`src/rtl/ib_rd_contr_b3.sv`:
```
// Block-3 input-buffer read controller: fetches DEPTH words per bank and streams them
// bit-serially MSB first, with bank k running k cycles behind bank 0.
module ib_rd_contr_b3 #(
    parameter int unsigned BANKS = 16,
    parameter int unsigned WIDTH = 32,
    parameter int unsigned DEPTH = 14,
    localparam int unsigned AW = $clog2(DEPTH + 1)
) (
    input  logic             clk,
    input  logic             rst,
    input  logic             wr_done,
    input  logic [WIDTH-1:0] Din_0,  Din_1,  Din_2,  Din_3,
    input  logic [WIDTH-1:0] Din_4,  Din_5,  Din_6,  Din_7,
    input  logic [WIDTH-1:0] Din_8,  Din_9,  Din_10, Din_11,
    input  logic [WIDTH-1:0] Din_12, Din_13, Din_14, Din_15,
    output logic [AW-1:0]    ADDRB_0,  ADDRB_1,  ADDRB_2,  ADDRB_3,
    output logic [AW-1:0]    ADDRB_4,  ADDRB_5,  ADDRB_6,  ADDRB_7,
    output logic [AW-1:0]    ADDRB_8,  ADDRB_9,  ADDRB_10, ADDRB_11,
    output logic [AW-1:0]    ADDRB_12, ADDRB_13, ADDRB_14, ADDRB_15,
    output logic             ENB_0,  ENB_1,  ENB_2,  ENB_3,  ENB_4,  ENB_5,  ENB_6,  ENB_7,
    output logic             ENB_8,  ENB_9,  ENB_10, ENB_11, ENB_12, ENB_13, ENB_14, ENB_15,
    output logic             Bout_0,  Bout_1,  Bout_2,  Bout_3,  Bout_4,  Bout_5,  Bout_6,  Bout_7,
    output logic             Bout_8,  Bout_9,  Bout_10, Bout_11, Bout_12, Bout_13, Bout_14, Bout_15,
    output logic             Bout_0_Val,  Bout_1_Val,  Bout_2_Val,  Bout_3_Val,
    output logic             Bout_4_Val,  Bout_5_Val,  Bout_6_Val,  Bout_7_Val,
    output logic             Bout_8_Val,  Bout_9_Val,  Bout_10_Val, Bout_11_Val,
    output logic             Bout_12_Val, Bout_13_Val, Bout_14_Val, Bout_15_Val,
    output logic             busy,
    output logic             done
);
    localparam int unsigned BW = $clog2(WIDTH);
    localparam int unsigned DW = $clog2(BANKS);

    typedef enum logic [2:0] {IDLE, FETCH, SHIFT, DRAIN, DONE_ST} state_t;

    state_t           state_q, state_d;
    logic             wr_prev_q;
    logic [AW-1:0]    fcnt_q, fcnt_d;
    logic [DW-1:0]    drain_q, drain_d;
    logic [BW-1:0]    bit_q;
    logic             busy_d, done_d, enb0_d, val0_d;
    logic [AW-1:0]    addr0_d;
    logic             start_c, last_bit_c;

    logic [WIDTH-1:0] din   [BANKS];
    logic [WIDTH-1:0] sr_q  [BANKS];
    logic [AW-1:0]    addr_q[BANKS];
    logic [BANKS-1:0] enb_q, ld_q, val_q;

    assign din[0]  = Din_0;  assign din[1]  = Din_1;  assign din[2]  = Din_2;  assign din[3]  = Din_3;
    assign din[4]  = Din_4;  assign din[5]  = Din_5;  assign din[6]  = Din_6;  assign din[7]  = Din_7;
    assign din[8]  = Din_8;  assign din[9]  = Din_9;  assign din[10] = Din_10; assign din[11] = Din_11;
    assign din[12] = Din_12; assign din[13] = Din_13; assign din[14] = Din_14; assign din[15] = Din_15;

    assign ENB_0  = enb_q[0];  assign ADDRB_0  = addr_q[0];  assign Bout_0  = sr_q[0][WIDTH-1];  assign Bout_0_Val  = val_q[0];
    assign ENB_1  = enb_q[1];  assign ADDRB_1  = addr_q[1];  assign Bout_1  = sr_q[1][WIDTH-1];  assign Bout_1_Val  = val_q[1];
    assign ENB_2  = enb_q[2];  assign ADDRB_2  = addr_q[2];  assign Bout_2  = sr_q[2][WIDTH-1];  assign Bout_2_Val  = val_q[2];
    assign ENB_3  = enb_q[3];  assign ADDRB_3  = addr_q[3];  assign Bout_3  = sr_q[3][WIDTH-1];  assign Bout_3_Val  = val_q[3];
    assign ENB_4  = enb_q[4];  assign ADDRB_4  = addr_q[4];  assign Bout_4  = sr_q[4][WIDTH-1];  assign Bout_4_Val  = val_q[4];
    assign ENB_5  = enb_q[5];  assign ADDRB_5  = addr_q[5];  assign Bout_5  = sr_q[5][WIDTH-1];  assign Bout_5_Val  = val_q[5];
    assign ENB_6  = enb_q[6];  assign ADDRB_6  = addr_q[6];  assign Bout_6  = sr_q[6][WIDTH-1];  assign Bout_6_Val  = val_q[6];
    assign ENB_7  = enb_q[7];  assign ADDRB_7  = addr_q[7];  assign Bout_7  = sr_q[7][WIDTH-1];  assign Bout_7_Val  = val_q[7];
    assign ENB_8  = enb_q[8];  assign ADDRB_8  = addr_q[8];  assign Bout_8  = sr_q[8][WIDTH-1];  assign Bout_8_Val  = val_q[8];
    assign ENB_9  = enb_q[9];  assign ADDRB_9  = addr_q[9];  assign Bout_9  = sr_q[9][WIDTH-1];  assign Bout_9_Val  = val_q[9];
    assign ENB_10 = enb_q[10]; assign ADDRB_10 = addr_q[10]; assign Bout_10 = sr_q[10][WIDTH-1]; assign Bout_10_Val = val_q[10];
    assign ENB_11 = enb_q[11]; assign ADDRB_11 = addr_q[11]; assign Bout_11 = sr_q[11][WIDTH-1]; assign Bout_11_Val = val_q[11];
    assign ENB_12 = enb_q[12]; assign ADDRB_12 = addr_q[12]; assign Bout_12 = sr_q[12][WIDTH-1]; assign Bout_12_Val = val_q[12];
    assign ENB_13 = enb_q[13]; assign ADDRB_13 = addr_q[13]; assign Bout_13 = sr_q[13][WIDTH-1]; assign Bout_13_Val = val_q[13];
    assign ENB_14 = enb_q[14]; assign ADDRB_14 = addr_q[14]; assign Bout_14 = sr_q[14][WIDTH-1]; assign Bout_14_Val = val_q[14];
    assign ENB_15 = enb_q[15]; assign ADDRB_15 = addr_q[15]; assign Bout_15 = sr_q[15][WIDTH-1]; assign Bout_15_Val = val_q[15];

    assign start_c    = wr_done & ~wr_prev_q;
    assign last_bit_c = val_q[0] && (bit_q == BW'(WIDTH - 1)) && !ld_q[0];

    // Bank-0 control FSM state and registered status
    always_ff @(posedge clk) begin
        if (rst) begin
            state_q   <= IDLE;
            wr_prev_q <= 1'b1;
            fcnt_q    <= '0;
            drain_q   <= '0;
            busy      <= 1'b0;
            done      <= 1'b0;
        end else begin
            state_q   <= state_d;
            wr_prev_q <= wr_done;
            fcnt_q    <= fcnt_d;
            drain_q   <= drain_d;
            busy      <= busy_d;
            done      <= done_d;
        end
    end

    always_comb begin
        state_d = state_q;
        fcnt_d  = fcnt_q;
        drain_d = '0;
        enb0_d  = 1'b0;
        addr0_d = '0;
        case (state_q)
            IDLE, DONE_ST: begin
                if (start_c) begin
                    state_d = FETCH;
                    enb0_d  = 1'b1;
                    addr0_d = AW'(1);
                    fcnt_d  = AW'(1);
                end
            end
            FETCH: state_d = SHIFT;
            SHIFT: begin
                // Issue the next read two bits early so it lands as the last bit leaves
                if (val_q[0] && (bit_q == BW'(WIDTH - 3)) && (fcnt_q < AW'(DEPTH))) begin
                    enb0_d  = 1'b1;
                    addr0_d = fcnt_q + AW'(1);
                    fcnt_d  = fcnt_q + AW'(1);
                end
                if (last_bit_c) state_d = DRAIN;
            end
            DRAIN: begin
                drain_d = drain_q + DW'(1);
                if (drain_q == DW'(BANKS - 2)) state_d = DONE_ST;
            end
            default: state_d = IDLE;
        endcase
        busy_d = (state_d == FETCH) || (state_d == SHIFT) || (state_d == DRAIN);
        done_d = (state_d == DONE_ST);
        val0_d = ld_q[0] ? 1'b1 : (last_bit_c ? 1'b0 : val_q[0]);
    end

    // Per-bank delay lines and shift registers; bank k trails bank k-1 by one cycle
    always_ff @(posedge clk) begin
        if (rst) begin
            enb_q <= '0;
            ld_q  <= '0;
            val_q <= '0;
            bit_q <= '0;
            for (int k = 0; k < BANKS; k++) begin
                addr_q[k] <= '0;
                sr_q[k]   <= '0;
            end
        end else begin
            enb_q     <= {enb_q[BANKS-2:0], enb0_d};
            ld_q      <= enb_q;
            val_q     <= {val_q[BANKS-2:0], val0_d};
            addr_q[0] <= addr0_d;
            for (int k = 1; k < BANKS; k++) addr_q[k] <= addr_q[k-1];
            for (int k = 0; k < BANKS; k++) sr_q[k] <= ld_q[k] ? din[k] : (sr_q[k] << 1);
            bit_q <= ld_q[0] ? '0 : (val_q[0] ? bit_q + BW'(1) : '0);
        end
    end
endmodule

```
`config.mk`:
```
export PLATFORM = sky130hd
export DESIGN_NAME = ib_rd_contr_b3
export DESIGN_NICKNAME = d
export VERILOG_FILES = /design/src/rtl/ib_rd_contr_b3.sv
export SDC_FILE = /design/constraint.sdc
export NUM_CORES = 1
export LEC_CHECK = 0
export ABC_AREA = 1
export CAP_MARGIN = 20
export CORE_MARGIN = 3
export CORE_UTILIZATION = 35
export CTS_CLUSTER_DIAMETER = 150
export DETAILED_ROUTE_END_ITERATION = 8
export PLACE_DENSITY = 0.76
export SLEW_MARGIN = 15
export SYNTH_ARGS = -nofsm -noshare
export SYNTH_HDL_FRONTEND = slang
export SYNTH_SLANG_ARGS = --single-unit
```
`constraint.sdc`:
```
create_clock -name clk -period 1.2 [get_ports clk]
set_input_delay 0.12 -clock clk [delete_from_list [all_inputs] [get_ports clk]]
set_output_delay 0.12 -clock clk [all_outputs]
set_load 0.005 [all_outputs]
```
# After elaboration in Yosys (flattened, before gate mapping)
# Memories as Yosys holds them, arrays and structs flattened.
# Index checks and enable logic that the tools add are counted.
# totals
input_bits	515
word_cells	146
mem_count	2
reg_bits	67
ram_bits	576
out_inout_bits	114
# classes
n_bitwise	36
add_sub_neg	3
n_mux	66
n_lt_le_gt_ge	1
eq_ne	13
n_reduce_logical	14
# mem_list
name	words	word_bits	rd	rd_clocked_by_memory_dff	write_ports	line_no	text
sr_q	16	32	16	0	16	46	logic [WIDTH-1:0] sr_q [BANKS];
addr_q	16	4	16	0	16	47	logic [AW-1:0] addr_q[BANKS];
# ops
op	n
two-way mux 32 bit	32
two-way mux 4 bit	19
OR 1 bit	32
case mux 4 bit (2 select lines)	2
equality test 3 x 2 -> 1 bit (second input constant)	4
case mux 3 bit (4 select lines)	1
equality test 5 bit (second input constant)	2
two-way mux 3 bit	3
adder 4 x 1 -> 4 bit (second input constant)	2
two-way mux 1 bit	8
equality test 3 x 1 -> 1 bit (second input constant)	2
equality test 3 bit (second input constant)	2
adder 5 x 1 -> 5 bit (second input constant)	1
equality test 4 bit (second input constant)	1
logical AND 1 bit	4
< comparator 4 bit (second input constant)	1
!= test 2 bit (second input constant)	2
nonzero test 2 bit	2
OR reduction 2 bit	2
logical NOT 3 bit	1
NOT 1 bit	3
AND reduction 3 bit	1
OR reduction 3 bit	1
logical OR 1 bit	2
3 further kinds	3

# Depth between registers and ports, before layout
# Gate-level depths: netlist of the first run.
# logic_depth
ltp_word	8
depth_mapped	9
ltp_nobuf	9

# Worst setup path after synthesis of the first run
# OpenSTA, ideal clock, no wires.
# synth_path
path_type	register to register
startpoint	reg bit_q[0]
endpoint	reg state_q[0]
arrival_ps	1118
path_slack_ps	8
setup_ps	74
required_ps	1126
stages_incl_launch_ff	9
synth_period_minus_slack_ps	1192
n_path_buf	0
cell_sequence	dfxtp_1 -> ha_1 -> nand2_1 -> nor2_1 -> ha_1 -> nand2_1 -> nor2_1 -> nand2_1 -> a31oi_1
# synth_via
elab_chain_cells	5
# synth_rtl
item	line_no	text
start: declaration	40	logic [BW-1:0] bit_q;
start signal: assignment	148	bit_q <= ld_q[0] ? '0 : (val_q[0] ? bit_q + BW'(1) : '0);
equality test 5 bit	73	assign last_bit_c = val_q[0] && (bit_q == BW'(WIDTH - 1)) && !ld_q[0];
logical AND 1 bit (2 in series)	73	
two-way mux 3 bit	117	if (last_bit_c) state_d = DRAIN;
case mux 3 bit (4 select lines)	100	case (state_q)
end signal: assignment	85	state_q <= state_d;
end: declaration	36	state_t state_q, state_d;
# No other way between the ends.
# A chain may end at the register's enable or synchronous reset.

# Final worst setup path of the first run
# Ends and elaborated chain as after synthesis.

==> implementation parameters, run 1 <==
Parameter                              Value

Status
  Result of the run ... finished with violations
  Violations in the final reports ... setup timing

Die
  Chip Width ... 251 um
  Standard-cell row count ... 89
  IO Pins ... around 630
  Starting density of the core ... 0.355
  Die outline area ... about 0.063 sq mm
  Die height ... 251 um
  Placeable core region ... slightly below 0.06 sq mm

Critical path
  Critical Path AT ... about 1.9 ns
  Cell-by-cell trace of the critical path ... ha_4 -> nand2_2 -> nor2_2 -> ha_2 -> nand2_1 -> nor2_1 -> nand2_1 -> a31oi_1
  Sort of element at the end of the critical path ... register
  Worst setup SP type ... register
  Top fanout value on the critical path ... 3
  Cell repeated most along the worst path ... sky130_fd_sc_hd__nand2_1
  Data required time at the worst endpoint ... 1.71 ns
  Cell with the largest stage delay on the worst path ... sky130_fd_sc_hd__dfxtp_4
  Delay of the slowest cell on the worst path ... 0.37 ns
  Critical setup path kind ... reg2reg

Timing
  Min cycle time layout ... roughly 1.4 ns
  Transition time at the pin with the least slew margin ... between 0.3 and 0.4 ns
  Unrepaired setup endpoints after global routing ... true
  Number of pins with negative max-slew slack in the final report ... 0
  Max transition margin ... 0.784
  Worst clock skew on the final layout ... between 0.02 and 0.025 ns
  Maximum frequency from static timing analysis ... approximately 740 MHz
  Setup violators final ... 6
  Final setup slack of the worst path ... -0.156 ns
  Share of the clock period used by the worst path ... 1.13
  Final-report hold violation count ... 0
  Setup TNS ... -0.508 ns
  Worst slack on hold paths ... 0.0869 ns

Cells and area
  Most frequent standard cell in the layout excluding fill and tap cells ... sky130_fd_sc_hd__nor2_1
  Final core utilization ... 0.521
  Area taken by flip-flops and latches ... 0.0127 sq mm
  Final layout net count ... roughly 3800
  Layout cell share with drive strength beyond 1 ... 0.140
  Commonest cells after routing, fill and taps aside ... sky130_fd_sc_hd__nor2_1 (1103), sky130_fd_sc_hd__dfxtp_1 (536), sky130_fd_sc_hd__clkdlybuf4s50_1 (513), sky130_fd_sc_hd__o21ai_0 (283), sky130_fd_sc_hd__o21ai_1 (214)
  Area growth from synthesis to layout ... 46.8%
  Filler cell count in the final layout ... about 5400
  Area of the multi-input gates ... between 0.007 and 0.008 sq mm

Power and ir drop
  Clock group share of total power ... 0.470
  Switching portion of total power ... 0.205
  Leak Pwr ... between 10 and 15 nW
  Pwr Total ... roughly 44 mW
  Sequential fraction of design power ... 0.475
  Power spent charging and discharging nets ... 9.05 mW
  Worst IR drop on VDD ... roughly 0.0012 V
  Int Power ... roughly 35 mW
  PD cells ... between 1000 and 1500 mW/mm^2
  Comb pwr share ... 0.055

Synth
  Synthesized flop and latch total ... 628
  Syn Nets ... 3103
  Mapped Avg Cell Area ... just over 8 sq um
  Cell type with the highest aggregate area in the netlist ... sky130_fd_sc_hd__dfxtp_1
  Largest cells by area after synthesis ... sky130_fd_sc_hd__dfxtp_1 (60%), sky130_fd_sc_hd__nor2_1 (20%), sky130_fd_sc_hd__o21ai_0 (6.8%)
  Post-synthesis cell area ... between 0.02 and 0.025 sq mm
  Post-synthesis sequential area ratio ... 0.596
  Post-synthesis cell type count ... 29
  Instance count of the mapped netlist ... 2582
  Synth warn ... 0
  Top cell type's share of synthesized area ... 0.596

Routing
  DRT Pass-1 Iters ... 5
  Highest routing layer actually used ... met5
  Mean routed wirelength per cell ... ~16 um
  Total length of routed met2 wires ... 30200 um
  Met3 Wirelength ... 5020 um
  DRC viols ... 0
  Number of antenna-violating nets in the routed design ... 0
  Via-to-Cell Ratio ... 4.58
  Number of vias after detailed routing ... between 15000 and 20000
  Wire length on met1 ... around 26000 um
  Number of design-rule violations left by the first detailed-router iteration ... about 1100
  Sum of routed wire length over all layers ... between 60000 and 70000 um

Flow run
  Max Cap Violations ... 0

Clocking
  Total clock sinks ... about 630
  Deepest clock path buffer count ... 3
  CTS root buffer ... sky130_fd_sc_hd__clkbuf_16
  CTS buffer count ... 66
  CTS tree ... built
  H-Tree Depth ... 3
  Insertion delay of the later-clocked pin in the worst-skew pair ... roughly 0.6 ns
  Clock transition time at the flip-flop clock pins of the worst setup and hold paths ... ~0.06 ns

Global route
  Pin count of the biggest net entering global routing ... 76
  Antenna violations before repair ... 5
  Total global routing track utilization ... 0.189
  Wire length of the first global-routing pass ... approximately 95000 um
  Total gr overflow ... 0
  Vias in the first global route ... between 15000 and 20000

Placed design
  Weighted congestion at the end of routability-driven global placement ... about 0.9
  IO Port Bufs ... 628
  Post-detailed-placement half-perimeter wirelength ... 44300 um
  Worst setup slack after placement ... -0.113 ns

Min path
  Class of the tightest hold or removal check ... in2reg
==> worst paths after layout <==
kind / startpoint / end / slack (ns) / depth (start not counted)
setup / recovery: bit_q[0] / state_q[0] / -0.16 / 8
hold reg to reg: addr_q[0][28] / addr_q[1][0] / 0.41 / 2
hold / removal: wr_done / wr_prev_q / 0.09 / 3
setup reg to reg: bit_q[0] / state_q[0] / -0.16 / 8
==> flip-flops by register name, summed over array words and instances, names as in the netlist <==
name       flops
bit_q          5
sr_q         512
val_q         16
enb_q         15
busy           1
done           1
wr_prev_q      1
fcnt_q         4
addr_q        64
state_q        3
ld_q           2
drain_q        4
==> synthesized netlist by cell type <==
cell,instances
sky130_fd_sc_hd__nand3_1,11
sky130_fd_sc_hd__or2_2,2
sky130_fd_sc_hd__inv_1,103
sky130_fd_sc_hd__o21ai_0,286
sky130_fd_sc_hd__buf_2,6
sky130_fd_sc_hd__nand4_1,2
sky130_fd_sc_hd__inv_2,2
sky130_fd_sc_hd__a21oi_1,5
sky130_fd_sc_hd__dfxtp_1,628
sky130_fd_sc_hd__o21ai_1,211
sky130_fd_sc_hd__nor2_1,1109
sky130_fd_sc_hd__o22ai_1,1
sky130_fd_sc_hd__nand2_2,3
sky130_fd_sc_hd__xnor2_1,1
sky130_fd_sc_hd__nand2_1,22
sky130_fd_sc_hd__clkbuf_1,97
sky130_fd_sc_hd__nor2_2,1
sky130_fd_sc_hd__a31oi_1,2
sky130_fd_sc_hd__inv_6,1
sky130_fd_sc_hd__nor3_2,1
sky130_fd_sc_hd__nor2_4,2
sky130_fd_sc_hd__buf_6,36
sky130_fd_sc_hd__a21boi_1,1
sky130_fd_sc_hd__nor3b_2,2
sky130_fd_sc_hd__buf_4,20
sky130_fd_sc_hd__and3_1,15
sky130_fd_sc_hd__ha_1,6
sky130_fd_sc_hd__buf_1,5
sky130_fd_sc_hd__nand3_2,1
==> per-stage QoR <==
stage / std cells / instance area [sq um]
6_report: 4065 / 30900
5_1_grt: 4063 / 30900
4_1_cts: 4059 / 30600
3_5_place_dp: 3918 / 28500
2_1_floorplan: 2582 / 21100
3_3_place_gp: 3918 / 28500
==> power by group through the flow <==
stage	Clock, mW	Sequential [mW]	Combinational, mW
after floorplan	0	21.4	0.522
after global placement	0	21.4	2.40
after detailed placement	0	21.4	2.39
after CTS	21.2	20.9	2.41
after global routing	22.0	20.9	2.56
final	20.7	20.9	2.41
==> area by class of cell <==
type,instances,share of cell area
antenna,2,0.000162
inverter,106,0.0135
tap,773,0.0313
clock buffer,101,0.0622
multi-input combinational,1684,0.233
timing repair buffer,755,0.239
sequential,628,0.411
clock inverter,16,0.00922
==> metal layers <==
| metal | track usage | vias up |
|---|---|---|
| met5 | 0 | - |
| met4 | 0.0643 | 8 |
| met3 | 0.0606 | 142 |
| met2 | 0.322 | 635 |
| met1 | 0.227 | 8409 |
| li1 | - | 9439 |
==> critical path: cells and delay by family (launching register included) <==
family,cells,cell delay [ns]
DFF,1,0.37
AOI/OAI and AO/OA,1,0.17
adders and majority gates,2,0.32
and+or+nand+nor,5,0.42
==> timing repair <==
item                                    in CTS  in global routing
buffers inserted                            23                  4
gates cloned                                 0                  4
gates resized for setup                    582                 59
endpoints found under the setup margin     119                124
endpoints found under the hold margin        2                  0
hold buffers                                 1                  0
pin swaps                                   11                 13
==> cell families after synthesis <==
kind of cell | synth area share
compound gates | 0.120
xor+xnor | 0.000416
fa+ha+maj | 0.00356
buf+inv | 0.0651
flops | 0.596
simple gates | 0.214
Power figures use the tool's default switching activity.
==> run 2, diff against run 1 <==
--- a/config.mk
+++ b/config.mk
@@ -11,7 +11,6 @@
 export CORE_UTILIZATION = 35
 export CTS_CLUSTER_DIAMETER = 150
 export DETAILED_ROUTE_END_ITERATION = 8
-export PLACE_DENSITY = 0.76
 export SLEW_MARGIN = 15
 export SYNTH_ARGS = -nofsm -noshare
 export SYNTH_HDL_FRONTEND = slang
==> run 2 against run 1 <==
Net effect:
- the flow still finishes with violations (setup timing)
- register-to-register slack improved by 0.08 ns
- combinational power about the same
- non-clock buffer count fell by 17
- maximum frequency up 6.5%
- critical endpoint unchanged
- largest cell class unchanged
==> implementation parameters, run 2 (synthesis gave the netlist of run 1 again) <==
Parameter                              Value

Status
  Result of the run ... finished with violations
  Violations in the final reports ... setup timing

Min path
  Class of the tightest hold or removal check ... in2reg

Placed design
  IO Port Bufs ... 628 (unchanged)
  Post-detailed-placement half-perimeter wirelength ... 47900 um (+8.3%)
  Weighted congestion at the end of routability-driven global placement ... 0.871 (-1.1%)
  Worst setup slack after placement ... -0.140 ns (-0.0268 ns)

Cells and area
  Layout cell share with drive strength beyond 1 ... 0.139 (-0.00149)
  Area growth from synthesis to layout ... 46.2%
  Area taken by flip-flops and latches ... 0.0127 sq mm (about the same)
  Top Registers ... sr_q (512), addr_q (64), val_q (16)
  Number of flip-flops in the largest register ... 512 (unchanged)
  Most frequent standard cell in the layout excluding fill and tap cells ... sky130_fd_sc_hd__nor2_1
  Area of the multi-input gates ... 0.00723 sq mm (+0.17%)
  Largest register by flop count ... sr_q
  Filler cell count in the final layout ... 5557 (+3.6%)
  Final layout net count ... 3746 (-0.43%)
  Commonest cells after routing, fill and taps aside ... sky130_fd_sc_hd__nor2_1 (1105), sky130_fd_sc_hd__dfxtp_1 (528), sky130_fd_sc_hd__clkdlybuf4s50_1 (513), sky130_fd_sc_hd__o21ai_0 (285), sky130_fd_sc_hd__o21ai_1 (212)
  Final core utilization ... 0.519 (-0.00215)

Critical path
  Data required time at the worst endpoint ... 1.73 ns (+0.02 ns)
  Worst setup SP type ... register
  Critical Path AT ... 1.80 ns (-0.07 ns)
  Critical setup path kind ... reg2reg
  Top fanout value on the critical path ... 3 (unchanged)
  Reg-to-reg setup timing slack ... -0.07 ns (+0.08 ns)
  Sort of element at the end of the critical path ... register

Die
  Standard-cell row count ... 89 (unchanged)
  Die height ... 251 um (unchanged)
  Chip Width ... 251 um (unchanged)
  Placeable core region ... 0.0594 sq mm (unchanged)
  Starting density of the core ... 0.355 (unchanged)
  IO Pins ... 629 (unchanged)
  Die outline area ... 0.0632 sq mm (unchanged)

Clocking
  H-Tree Depth ... 3 (unchanged)
  CTS tree ... built
  Clock transition time at the flip-flop clock pins of the worst setup and hold paths ... 0.06 ns (about the same)
  Insertion delay of the later-clocked pin in the worst-skew pair ... 0.60 ns (about the same)
  CTS buffer count ... 67 (+1.5%)
  Deepest clock path buffer count ... 3 (unchanged)
  Total clock sinks ... 628 (unchanged)
  CTS root buffer ... sky130_fd_sc_hd__clkbuf_16

Power and ir drop
  PD cells ... 1420 mW/mm^2 (-0.14%)
  Power spent charging and discharging nets ... 9.15 mW (+1.2%)
  Switching portion of total power ... 0.209 (+0.00354)
  Sequential fraction of design power ... 0.478 (+0.003)
  Clock group share of total power ... 0.468 (-0.002)
  Int Power ... 34.7 mW (-0.99%)
  Leak Pwr ... 13.5 nW (-0.79%)
  Worst IR drop on VDD ... 0.00103 V (-14%)
  Comb pwr share ... 0.055 (about the same)

Routing
  Number of design-rule violations left by the first detailed-router iteration ... 940 (-16%)
  Number of antenna-violating nets in the routed design ... 0 (unchanged)
  Via-to-Cell Ratio ... 4.59 (+0.13%)
  Number of vias after detailed routing ... 18700 (+0.18%)
  Sum of routed wire length over all layers ... 66300 um (+5.0%)
  Mean routed wirelength per cell ... 16.3 um (+4.9%)
  DRC viols ... 0 (unchanged)
  DRT Pass-1 Iters ... 5 (unchanged)

Timing
  Number of pins with negative max-slew slack in the final report ... 0 (unchanged)
  Unrepaired setup endpoints after global routing ... true
  Share of the clock period used by the worst path ... 1.06 (-0.0687)
  Final-report hold violation count ... 0 (unchanged)
  Transition time at the pin with the least slew margin ... 0.416 ns (+0.0922 ns)
  Final setup slack of the worst path ... -0.0736 ns (+0.0825 ns)
  Worst clock skew on the final layout ... 0.0183 ns (-0.00443 ns)
  Max transition margin ... 0.723 (-0.0615)
  Min cycle time layout ... 1.27 ns (-0.0825 ns)
  Maximum frequency from static timing analysis ... 785 MHz (+6.5%)
  Setup violators final ... 11 (+5)

Global route
  Total global routing track utilization ... 0.202 (+0.0127)
  Pin count of the biggest net entering global routing ... 82 (+7.9%)
  Antenna violations before repair ... 32 (+27)
  Total gr overflow ... 0 (unchanged)
  Wire length of the first global-routing pass ... 101000 um (+5.8%)
  Vias in the first global route ... 18600 (+6.3%)

Flow run
  Max Cap Violations ... 0 (unchanged)
## run 2: changes by cell type in the layout (fill, tap and decap cells not counted), sizes merged
cell / before / now
buf: 237 / 224
bufinv: 6 / 3
clkbuf: 105 / 100
clkinv: 9 / 13
diode: 2 / 19
inv: 106 / 108
## run 2: repair_timing
action | CTS | global route
resized for setup | 628 | 39
hold buffers | 1 | 0
pin swaps | 10 | 8
setup buffers | 25 | 6
endpoints found under the setup margin | 121 | 126
hold endpoints to repair | 2 | 0
## run 2: cell type report
| type | instances | area share |
|---|---|---|
| Antenna cell | 19 | 0.00154 |
| Clock buffer | 100 | 0.0644 |
| Clock inverter | 19 | 0.00670 |
| Inverter | 106 | 0.0134 |
| Multi-Input combinational cell | 1684 | 0.235 |
| Sequential cell | 628 | 0.413 |
| Tap cell | 773 | 0.0314 |
| Timing Repair Buffer | 738 | 0.235 |
## run 2: per-layer routing
layer  up-vias  track usage  part of all wire
met2       529        0.346              0.48
met1      8560        0.230              0.40
met5         -            0            0.0026
li1       9420            -                 -
met4        26       0.0860             0.032
met3       131       0.0701             0.084
## run 2: power by group through the flow
| stage | sequential (mW) | clock, mW | combinational, mW |
|---|---|---|---|
| floorplan | 21.4 | 0 | 0.522 |
| global placement | 21.4 | 0 | 2.39 |
| detailed placement | 21.4 | 0 | 2.38 |
| CTS | 20.9 | 21.0 | 2.41 |
| global route | 20.9 | 22.0 | 2.55 |
| finish | 20.9 | 20.5 | 2.40 |
## run 2: final timing paths
check                           depth (start not counted)            end          start
worst max register to register                          8     state_q[0]       bit_q[0]
worst max-delay path                                    8     state_q[0]       bit_q[0]
worst min register to register                          2  addr_q[0][20]  addr_q[0][16]
worst min-delay path                                    3    sr_q[7][32]      Din_15[0]
## run 2: metrics by stage
step | instance area, sq um | total power [mW] | cells | hold slack, ns | setup TNS [ns]
6_report | 30800 | 43.8 | 4067 | 0.0824 | -0.381
3_5_place_dp | 28200 | 23.8 | 3898 | 0.411 | -0.848
2_1_floorplan | 21100 | 21.9 | 2582 | 0.216 | 0
4_1_cts | 30600 | 44.4 | 4043 | 0.0486 | -0.825
5_1_grt | 30800 | 45.4 | 4063 | 0.0676 | -2.23
3_3_place_gp | 28200 | 23.8 | 3898 | 0.405 | -0.457
## run 2: worst max-delay path: stages, from the launching register on
cell and delay, ns:
sky130_fd_sc_hd__dfxtp_4 0.38, sky130_fd_sc_hd__ha_4 0.15, sky130_fd_sc_hd__nand2_4 0.06, sky130_fd_sc_hd__nor2_4 0.09, sky130_fd_sc_hd__ha_2 0.19, sky130_fd_sc_hd__nand2_2 0.05
sky130_fd_sc_hd__nor2_2 0.07, sky130_fd_sc_hd__nand2_1 0.06, sky130_fd_sc_hd__a31oi_1 0.15
